### src/rtl/mux_arb_n.sv
// mux_arb_n: N-channel arbitrated mux (fixed priority / round-robin / forced select) with a registered output.
// Define MUX_ARB_LOCK_EN to hold the grant on one channel until it delivers a beat with in_last=1.
module mux_arb_n #(
  parameter int WIDTH = 32,
  parameter int CHANNELS = 4,
  parameter int SELW = $clog2(CHANNELS)
) (
  input  logic                      clk,
  input  logic                      reset,
  input  logic [CHANNELS-1:0]       in_valid,
  input  logic [CHANNELS*WIDTH-1:0] in_data,
  input  logic [CHANNELS-1:0]       in_last,
  output logic [CHANNELS-1:0]       in_ready,
  input  logic                      mode,
  input  logic                      force_en,
  input  logic [SELW-1:0]           force_sel,
  output logic                      out_valid,
  output logic [WIDTH-1:0]          out_data,
  output logic [SELW-1:0]           out_sel,
  output logic                      out_last,
  input  logic                      out_ready
);
  logic                load_en, any, xfer, g_last;
  logic [SELW-1:0]     rr_ptr, g, idx;
  logic [CHANNELS-1:0] elig, cand;
  logic [WIDTH-1:0]    g_data;
`ifdef MUX_ARB_LOCK_EN
  logic                lock;
  logic [SELW-1:0]     lock_ch;
`endif

  function automatic logic [SELW-1:0] wrap(input int v);
    return SELW'(v >= CHANNELS ? v - CHANNELS : v);
  endfunction

  // A one-hot shift past the top bit yields an empty set, so an out-of-range force_sel grants nothing.
`ifdef MUX_ARB_LOCK_EN
  assign elig = lock ? CHANNELS'(1) << lock_ch : force_en ? CHANNELS'(1) << force_sel : '1;
`else
  assign elig = force_en ? CHANNELS'(1) << force_sel : '1;
`endif
  assign cand    = elig & in_valid;
  assign load_en = !out_valid | out_ready;

  // Scan from farthest to nearest so the nearest candidate is the last assignment.
  always_comb begin
    g = '0;
    any = 1'b0;
    idx = '0;
    for (int k = CHANNELS - 1; k >= 0; k--) begin
      idx = mode ? wrap(int'(rr_ptr) + k) : SELW'(k);
      if (cand[idx]) begin
        g = idx;
        any = 1'b1;
      end
    end
  end

  assign xfer     = any & load_en;
  assign in_ready = xfer ? CHANNELS'(1) << g : '0;
  assign g_data   = in_data[int'(g) * WIDTH +: WIDTH];
  assign g_last   = in_last[g];

  always_ff @(posedge clk or posedge reset) begin
    if (reset) begin
      out_valid <= 1'b0;
      out_data  <= '0;
      out_sel   <= '0;
      out_last  <= 1'b0;
      rr_ptr    <= '0;
`ifdef MUX_ARB_LOCK_EN
      lock      <= 1'b0;
      lock_ch   <= '0;
`endif
    end else begin
      if (xfer) begin
        out_valid <= 1'b1;
        out_data  <= g_data;
        out_sel   <= g;
        out_last  <= g_last;
      end else if (out_ready) begin
        out_valid <= 1'b0;
      end
      if (xfer && mode && !force_en) rr_ptr <= wrap(int'(g) + 1);
`ifdef MUX_ARB_LOCK_EN
      if (xfer) begin
        lock    <= !g_last;
        lock_ch <= g;
      end
`endif
    end
  end
endmodule

### config.mk
export PLATFORM = sky130hd
export DESIGN_NAME = mux_arb_n
export DESIGN_NICKNAME = d
export VERILOG_FILES = /design/src/rtl/mux_arb_n.sv
export SDC_FILE = /design/constraint.sdc
export NUM_CORES = 1
export LEC_CHECK = 0
export CORE_UTILIZATION = 35
export CTS_CLUSTER_SIZE = 12
export DETAILED_ROUTE_END_ITERATION = 6
export PLACE_DENSITY = 0.85
export SYNTH_ARGS = -nofsm -noshare
export SYNTH_HDL_FRONTEND = slang
export SYNTH_SLANG_ARGS = --single-unit
### constraint.sdc
create_clock -name clk -period 3 [get_ports clk]
set_input_delay 0.6 -clock clk [delete_from_list [all_inputs] [get_ports clk]]
set_output_delay 0.6 -clock clk [all_outputs]
set_load 0.01 [all_outputs]
**Yosys cells after proc, flatten, opt, wreduce, memory -nomap -nowiden**

Index checks and enable logic that the tools add are counted.

- Add/subtract/negate cells: 9
- Multipliers: 0
- Divide/modulo/power cells: 0
- Shift operators: 3
- Reduce and logical (&&, ||, !) cells: 5
- Equal/unequal tests: 0
- Mux-type cells: 31
- Bitwise logic cells: 3
- Order comparisons: 10

Operators with widths:

| operator | number |
|---|---|
| variable part select 128 x 8 -> 32 bit | 1 |
| 2-to-1 mux 2 bit | 13 |
| < comparator 2 x 3 -> 1 bit (second input constant) | 5 |
| greater-or-equal comparator 3 bit (second input constant) | 4 |
| 2-to-1 mux 1 bit | 11 |
| binary-select mux 1 bit (select 2 bit) | 5 |
| subtractor 2 x 1 -> 2 bit (second input constant) | 5 |
| 2-to-1 mux 4 bit | 2 |
| left shift 1 x 2 -> 4 bit (first input constant) | 2 |
| adder 2 x 1 -> 3 bit (second input constant) | 2 |
| adder 2 x 2 -> 3 bit (second input constant) | 2 |
| AND 4 bit | 1 |
| greater-or-equal comparator 2 x 3 -> 1 bit (second input constant) | 1 |
| logical AND 1 bit | 2 |
| zero test 1 bit | 2 |
| nonzero test 2 bit | 1 |
| AND 1 bit | 1 |
| OR 1 bit | 1 |

- Register bits: 38
- Bits in writable memories: 0
- ROM bits: 0
- Memories kept: 0
- Bits in latches: 0
- Bits of input ports: 143
- Word-level logic and storage cells: 66

**Logic depth before layout (Yosys ltp)**

Gate-level depths: netlist of run 1.

- Word-level depth: 13
- Gate-level depth with buffers: 11
- Mapped depth without buffers: 7

**Least setup slack after synthesis of run 1**

No wires, ideal clock.

- Path kind: input -> output
- Start point: input mode
- End point: output in_ready[2]
- Data arrival time: 2.523 ns
- Buffers on the path: 4
- Stages on the path: 10
- Path slack: -0.123 ns
- Cells stage by stage: buf_4 a21bo_1 a21oi_1 or2_1 o221a_1 buf_6 or4_1 buf_6 buf_6 nor2_1

- Cells in the longest elaborated chain, start to end: 9
- Elaborated cells on any way between the ends: 23

Ends and longest elaborated chain:

| element | RTL line | RTL |
|---|---|---|
| from (decl) | 14 | `input logic mode,` |
| 2-to-1 mux 2 bit | 51 | `idx = mode ? wrap(int'(rr_ptr) + k) : SELW'(k);` |
| binary-select mux 1 bit (select 2 bit) | 52 | `if (cand[idx]) begin` |
| 2-to-1 mux 1 bit (implied by the code) | 52 |  |
| 2-to-1 mux 2 bit / 2-to-1 mux 1 bit (equally long branches) (4 in series) | 52 |  |
| left shift 1 x 2 -> 4 bit / AND 1 bit (equally long branches) | 60, 59 |  |
| 2-to-1 mux 4 bit (*) | 60 | `assign in_ready = xfer ? CHANNELS'(1) << g : '0;` |
| to (decl) | 13 | `output logic [CHANNELS-1:0] in_ready,` |

Every way passes the cells marked *; elsewhere a longest branch is shown, timed or not. The select of a mux whose other input is x is not followed.

**Worst setup path after layout of run 1**

- Start point: input in_valid[0]
- End point: output in_ready[0]

- Cells in the longest elaborated chain, start to end: 9
- Elaborated cells on any way between the ends: 20

Ends and longest elaborated chain:

| element | RTL line | RTL |
|---|---|---|
| from (decl) | 10 | `input logic [CHANNELS-1:0] in_valid,` |
| AND 4 bit (*) | 42 | `assign cand = elig & in_valid;` |
| binary-select mux 1 bit (select 2 bit) | 52 |  |
| 2-to-1 mux 1 bit (implied by the code) | 52 |  |
| 2-to-1 mux 2 bit / 2-to-1 mux 1 bit (equally long branches) (4 in series) | 52 |  |
| left shift 1 x 2 -> 4 bit / AND 1 bit (equally long branches) | 60, 59 |  |
| 2-to-1 mux 4 bit (*) | 60 |  |

Marks and branches as above.

==> impl_metrics.tcl, run 1 <==
set metrics [dict create \
    cp_max_fo 3 \
    cts_tree "built" \
    status "complete, but fails checks" \
    hold_viol_final 0 \
    use_met3 0.0585 \
    antenna_left 0 \
    nets 665 \
    drive_gt1_frac 0.314 \
    wirelength_mm 12.0 \
    yosys_register_bits 38 \
    synth_nets 452 \
    die_area_um2 9200 \
    synth.avg_cell_area_um2 9.99 \
    gr-total-overflow 0 \
    hold_path.class "flip-flop to flip-flop" \
    r2r_start "rr_ptr[0]" \
    r2r_end "out_data[31]" \
    setup_ws_ps -59.5 \
    p_leak_nw 2.31 \
    netlist.top_cell.by_area "dfrtp_1" \
    critPathCaptureType "output port" \
    yosys_warnings 0 \
    drc 0 \
    placed_cells 606 \
    netlist_instances 309 \
    arrival_ps 2460 \
    r2r_setup_slack_ps 90 \
    initialDrtViolationCount 133 \
    synthDominantCellAreaShare 0.308 \
    hold_buffers 0 \
    critPathKind "input port to output port" \
    busiest_layer "met2" \
    finalNonFillerCells 628 \
    setup_violations 3 \
    avgViaCountPerCell 5.70 \
    first_global_vias 3800 \
    cp-startpoint "in_valid[0]" \
    worst-r2r-cell-count 12 \
    period_minus_slack_ps 3060 \
    cts.clk_slew.worst_paths_ps 80 \
    ir_drop_mv 0.275 \
    area_delta_synth_final_pct 83.4 \
    met2_usage 0.483 \
    fin_crit_sh 1.02 \
    yosys-top-cells-count "dfrtp_1, a221o_1, nor4b_1, o211a_1, or2_2" \
    clock-sinks 38 \
    rsz0062_at_grt "yes" \
    grt_max_degree 39 \
    antenna_found_initial 0 \
    ios 183 \
    synth_edf_count 0 \
    insertion_delay_ps 290 \
    ys_types 39 \
    hold-worst-slack_ps 546 \
    clk_path_buf_depth 2 \
    design.core.area_um2 8380 \
    violations "negative setup slack" \
    synth_top_flop_cell "dfrtp_1" \
    fmax_ghz 0.327 \
    diodes 0 \
    numCtsBuffers 5 \
    start_kind "input port" \
    firstDrtPassIters 4 \
    htreeDepth 2 \
    cts-root-buf "clkbuf_8" \
    crit_end "in_ready[0]" \
    initial_utilization 0.368 \
    yosysMostFrequentCell "dfrtp_1" \
    dieWidth_um 95.9 \
    vias 3577 \
    grt_usage 0.265 \
    synth_top_cells_by_area "dfrtp_1, mux2_2, a221o_1" \
    slew_headroom 0.659 \
    worstMarginPinSlew_ps 512 \
    finalSetupTns_ps -105 \
    synth_area_um2 3090 \
    drv_slew 0 \
    use_met1 0.293 \
    gp_congestion 0.854 \
    clock_skew_ps 2.22 \
    synthArstFlopShare 1.00 \
    cap_violations 0 \
    port_buffers 182 \
    ys_seq_area_frac 0.308 \
    grt_pass1_wl_mm 18.5 \
    rows 33 \
    required_ps 2400 \
    die_y_um 95.9 \
    powerDensity_nw_per_um2 618 \
    avgRoutedWirePerCell_um 19.1 \
    place_hpwl_mm 8.33 \
]
-- flip-flops by register name, summed over array words and instances (netlist names) --
signal and count:
out_sel 2, out_data 32, out_valid 1, out_last 1
rr_ptr 2
-- layout make-up --
class                      instances  area (um^2)
inverter                           8         30.0
sequential                        38          952
clock buffer                       8          110
multi-input combinational        230         2090
tap                              105          131
fill                             649         2720
timing repair buffer             239         2340
-- worst min path at each step --
stage	end	slack [ps]	start	cells after the start
after CTS	out_sel[1]	550	out_sel[1]	2
after global placement	out_sel[0]	510	out_sel[0]	2
final	out_sel[1]	550	out_sel[1]	2
after detailed placement	out_sel[1]	530	out_sel[1]	2
after global routing	out_sel[0]	600	out_sel[0]	2
after floorplan	rr_ptr[1]	540	rr_ptr[1]	1
-- kinds of logic after synthesis --
logic type / Yosys count / synth area share
xor+xnor: 2 / 0.00568
flops: 38 / 0.308
compound gates: 93 / 0.272
buf+inv: 41 / 0.0649
simple gates: 101 / 0.225
mux: 34 / 0.124
-- timing repair --
item | in CTS | in global routing
endpoints found under the setup margin | 39 | 30
resized for setup | 67 | 11
pin swaps | 11 | 2
setup buffers | 12 | 0
gates cloned | 2 | 0
-- per-stage QoR --
stage               area, um^2  setup WS (ps)  utilization  power [mW]
floorplan                 3130          -32.4            -        1.94
global placement          5290           -804        0.631        2.82
detailed placement        5290           -907        0.631        2.87
CTS                       5640          -23.8        0.672        3.46
global route              5660           -126        0.675        3.70
finish                    5660          -59.5        0.675        3.50
-- cells in the final DEF (no fill, tap or decap), drive strengths merged, types with 8 or more instances in the layout --
cell and n:
a221o 33, buf 64, clkbuf 8, clkdlybuf4s50 171, dfrtp 38, mux2 34
nand2 10, nor4b 34, o211a 33, or2 34
-- power breakdown --
group	switching (mW)	internal [mW]
Sequential	0.111	0.713
Combinational	0.964	1.29
Clock	0.187	0.232
-- per-layer routing --
metal | share of wire | routed length, um | up-vias
met5 | 0 | 0 | -
met4 | 0.031 | 373 | 0
met3 | 0.074 | 883 | 34
met2 | 0.52 | 6180 | 161
met1 | 0.38 | 4540 | 1737
li1 | - | - | 1645
-- worst max-delay path, stage by stage --
cell             delay (ps)
clkdlybuf4s50_1         460
and2_4                  150
nor2_1                   60
o221a_4                 270
or4_4                   560
buf_6                   150
nor2_4                   80
buf_6                   110
Power figures use the tool's default switching activity.
==> run 2: changes to the inputs <==
--- a/config.mk
+++ b/config.mk
@@ -5,10 +5,11 @@
 export SDC_FILE = /design/constraint.sdc
 export NUM_CORES = 1
 export LEC_CHECK = 0
-export CORE_UTILIZATION = 35
+export CORE_UTILIZATION = 58
 export CTS_CLUSTER_SIZE = 12
 export DETAILED_ROUTE_END_ITERATION = 6
-export PLACE_DENSITY = 0.85
+export DONT_BUFFER_PORTS = 1
+export PLACE_DENSITY = 0.82
 export SYNTH_ARGS = -nofsm -noshare
 export SYNTH_HDL_FRONTEND = slang
 export SYNTH_SLANG_ARGS = --single-unit
==> run 2 against run 1 <==
The run now ends clean. Sequential power rose by 16%. Wire length down 28%. Count of clock-buffer cells in the layout fell by 2. Critical endpoint unchanged. Via count fell by 24%. Cell count fell by 39%. Global-route usage increased by 2.6 points. Fmax up 4.6%. Critical path depth down 2. Clock power decreased by 9.5%. First-iteration DRC count rose by 1.5%. Largest power group unchanged.
==> impl_metrics.tcl, run 2 (same netlist as run 1, synthesis figures left out) <==
set metrics [dict create \
    hold_viol_final 0 \
    cp-startpoint "rr_ptr[0]" \
    drc 0 \
    clk_path_buf_depth 2 \
    firstDrtPassIters 4 \
    vias 2723 \
    gr-total-overflow 0 \
    arrival_ps 2320 \
    first_global_vias 2424 \
    top_regs "out_data (32), out_sel (2), rr_ptr (2)" \
    insertion_delay_ps 290 \
    setup_ws_ps 75.1 \
    regMostFlops "out_data" \
    worstMarginPinSlew_ps 630 \
    avgViaCountPerCell 7.15 \
    pre_cts_ws_ps 80.9 \
    largest_register_ffs 32 \
    clock-sinks 38 \
    cap_violations 0 \
    hold_buffers 0 \
    grt_pass1_wl_mm 12.2 \
    initial_utilization 0.604 \
    hold_path.class "input port to async pin" \
    status "complete, no violations" \
    area_delta_synth_final_pct 9.61 \
    slew_headroom 0.577 \
    diodes 0 \
    ios 183 \
    critPathCaptureType "output port" \
    total_power_mw 2.62 \
    htreeDepth 2 \
    die_y_um 75.0 \
    period_minus_slack_ps 2920 \
    cts.clk_slew.worst_paths_ps 80 \
    cts_tree "built" \
    grt_usage 0.291 \
    numCtsBuffers 5 \
    initialDrtViolationCount 135 \
    post-route-util 0.662 \
    antenna_left 0 \
    hold-worst-slack_ps 183 \
    rsz0062_at_grt "no" \
    die_area_um2 5620 \
    grt_max_degree 33 \
    final_common_cell "dfrtp_1" \
    dieWidth_um 75.0 \
    p_leak_nw 1.37 \
    start_kind "flip-flop" \
    placed_cells 371 \
    port_buffers 0 \
    nets 453 \
    cp_max_fo 6 \
    gp_congestion 0.957 \
    r2r_setup_slack_ps 180 \
    required_ps 2400 \
    fmax_ghz 0.342 \
    powerDensity_nw_per_um2 775 \
    worst-r2r-cell-count 9 \
    drv_slew 0 \
    r2r_end "out_data[8]" \
    rows 26 \
    wirelength_mm 8.63 \
    r2r_start "rr_ptr[0]" \
    design.core.area_um2 5110 \
    critPathKind "flip-flop to output port" \
    place_hpwl_mm 6.19 \
    avgRoutedWirePerCell_um 22.6 \
    finalNonFillerCells 381 \
    fin_crit_sh 0.975 \
    drive_gt1_frac 0.360 \
    clock_skew_ps 5.10 \
    antenna_found_initial 0 \
    mostFrequentLayoutCells "dfrtp_1, nor4b_1, a221o_1, or2_2, o211a_1" \
    ir_drop_mv 0.414 \
    cts-root-buf "clkbuf_8" \
    setup_violations 0 \
]
run 2: critical path, stage by stage, from the launching register on:
cell,delay [ps]
dfrtp_2,430
a21bo_1,180
o22ai_2,90
or2_1,250
o221a_2,350
or4_4,590
nor2_4,140
run 2: how the worst max path moves through the flow:
stage / end / slack, ps / cells past startpoint
final: in_ready[0] / 80 / 6
after CTS: in_ready[0] / 30 / 7
after global routing: in_ready[0] / 20 / 6
after global placement: out_data[15] / 120 / 8
after detailed placement: out_data[8] / 80 / 8
after floorplan: in_ready[0] / -30 / 10
run 2: what timing repair did:
| item | in CTS | in global routing |
|---|---|---|
| endpoints found under the setup margin | 2 | 2 |
| gates cloned | 0 | 0 |
| hold endpoints to repair | 0 | 0 |
| pin swaps | 1 | 3 |
| setup buffers | 2 | 0 |
| resized for setup | 2 | 2 |
run 2: where the power goes:
group / switching [mW] / total (mW) / internal (mW)
clock network: 0.194 / 0.379 / 0.185
registers: 0.240 / 0.954 / 0.714
logic: 0.638 / 1.29 / 0.651
run 2: per-stage QoR:
step                setup TNS, ps  cell area (um^2)
finish                          0              3380
global route                    0              3380
CTS                             0              3380
detailed placement              0              3260
global placement                0              3260
floorplan                   -42.4              3130
run 2: metal layers:
metal  GRT usage  routed length, um  vias to the layer above  share of wire
met4      0.0776                119                        0          0.014
li1            -                  -                     1215              -
met1       0.360               3330                     1335           0.39
met2       0.499               4350                      160           0.50
met5           0                  0                        -              0
met3      0.0803                827                       13          0.096
run 2: layout make-up:
class / count / area (um^2)
Timing Repair Buffer: 27 / 215
Sequential cell: 38 / 952
Tap cell: 70 / 87.6
Fill cell: 425 / 1720
Multi-Input combinational cell: 230 / 2000
Inverter: 8 / 30.0
Clock inverter: 2 / 12.5
Clock buffer: 6 / 82.6
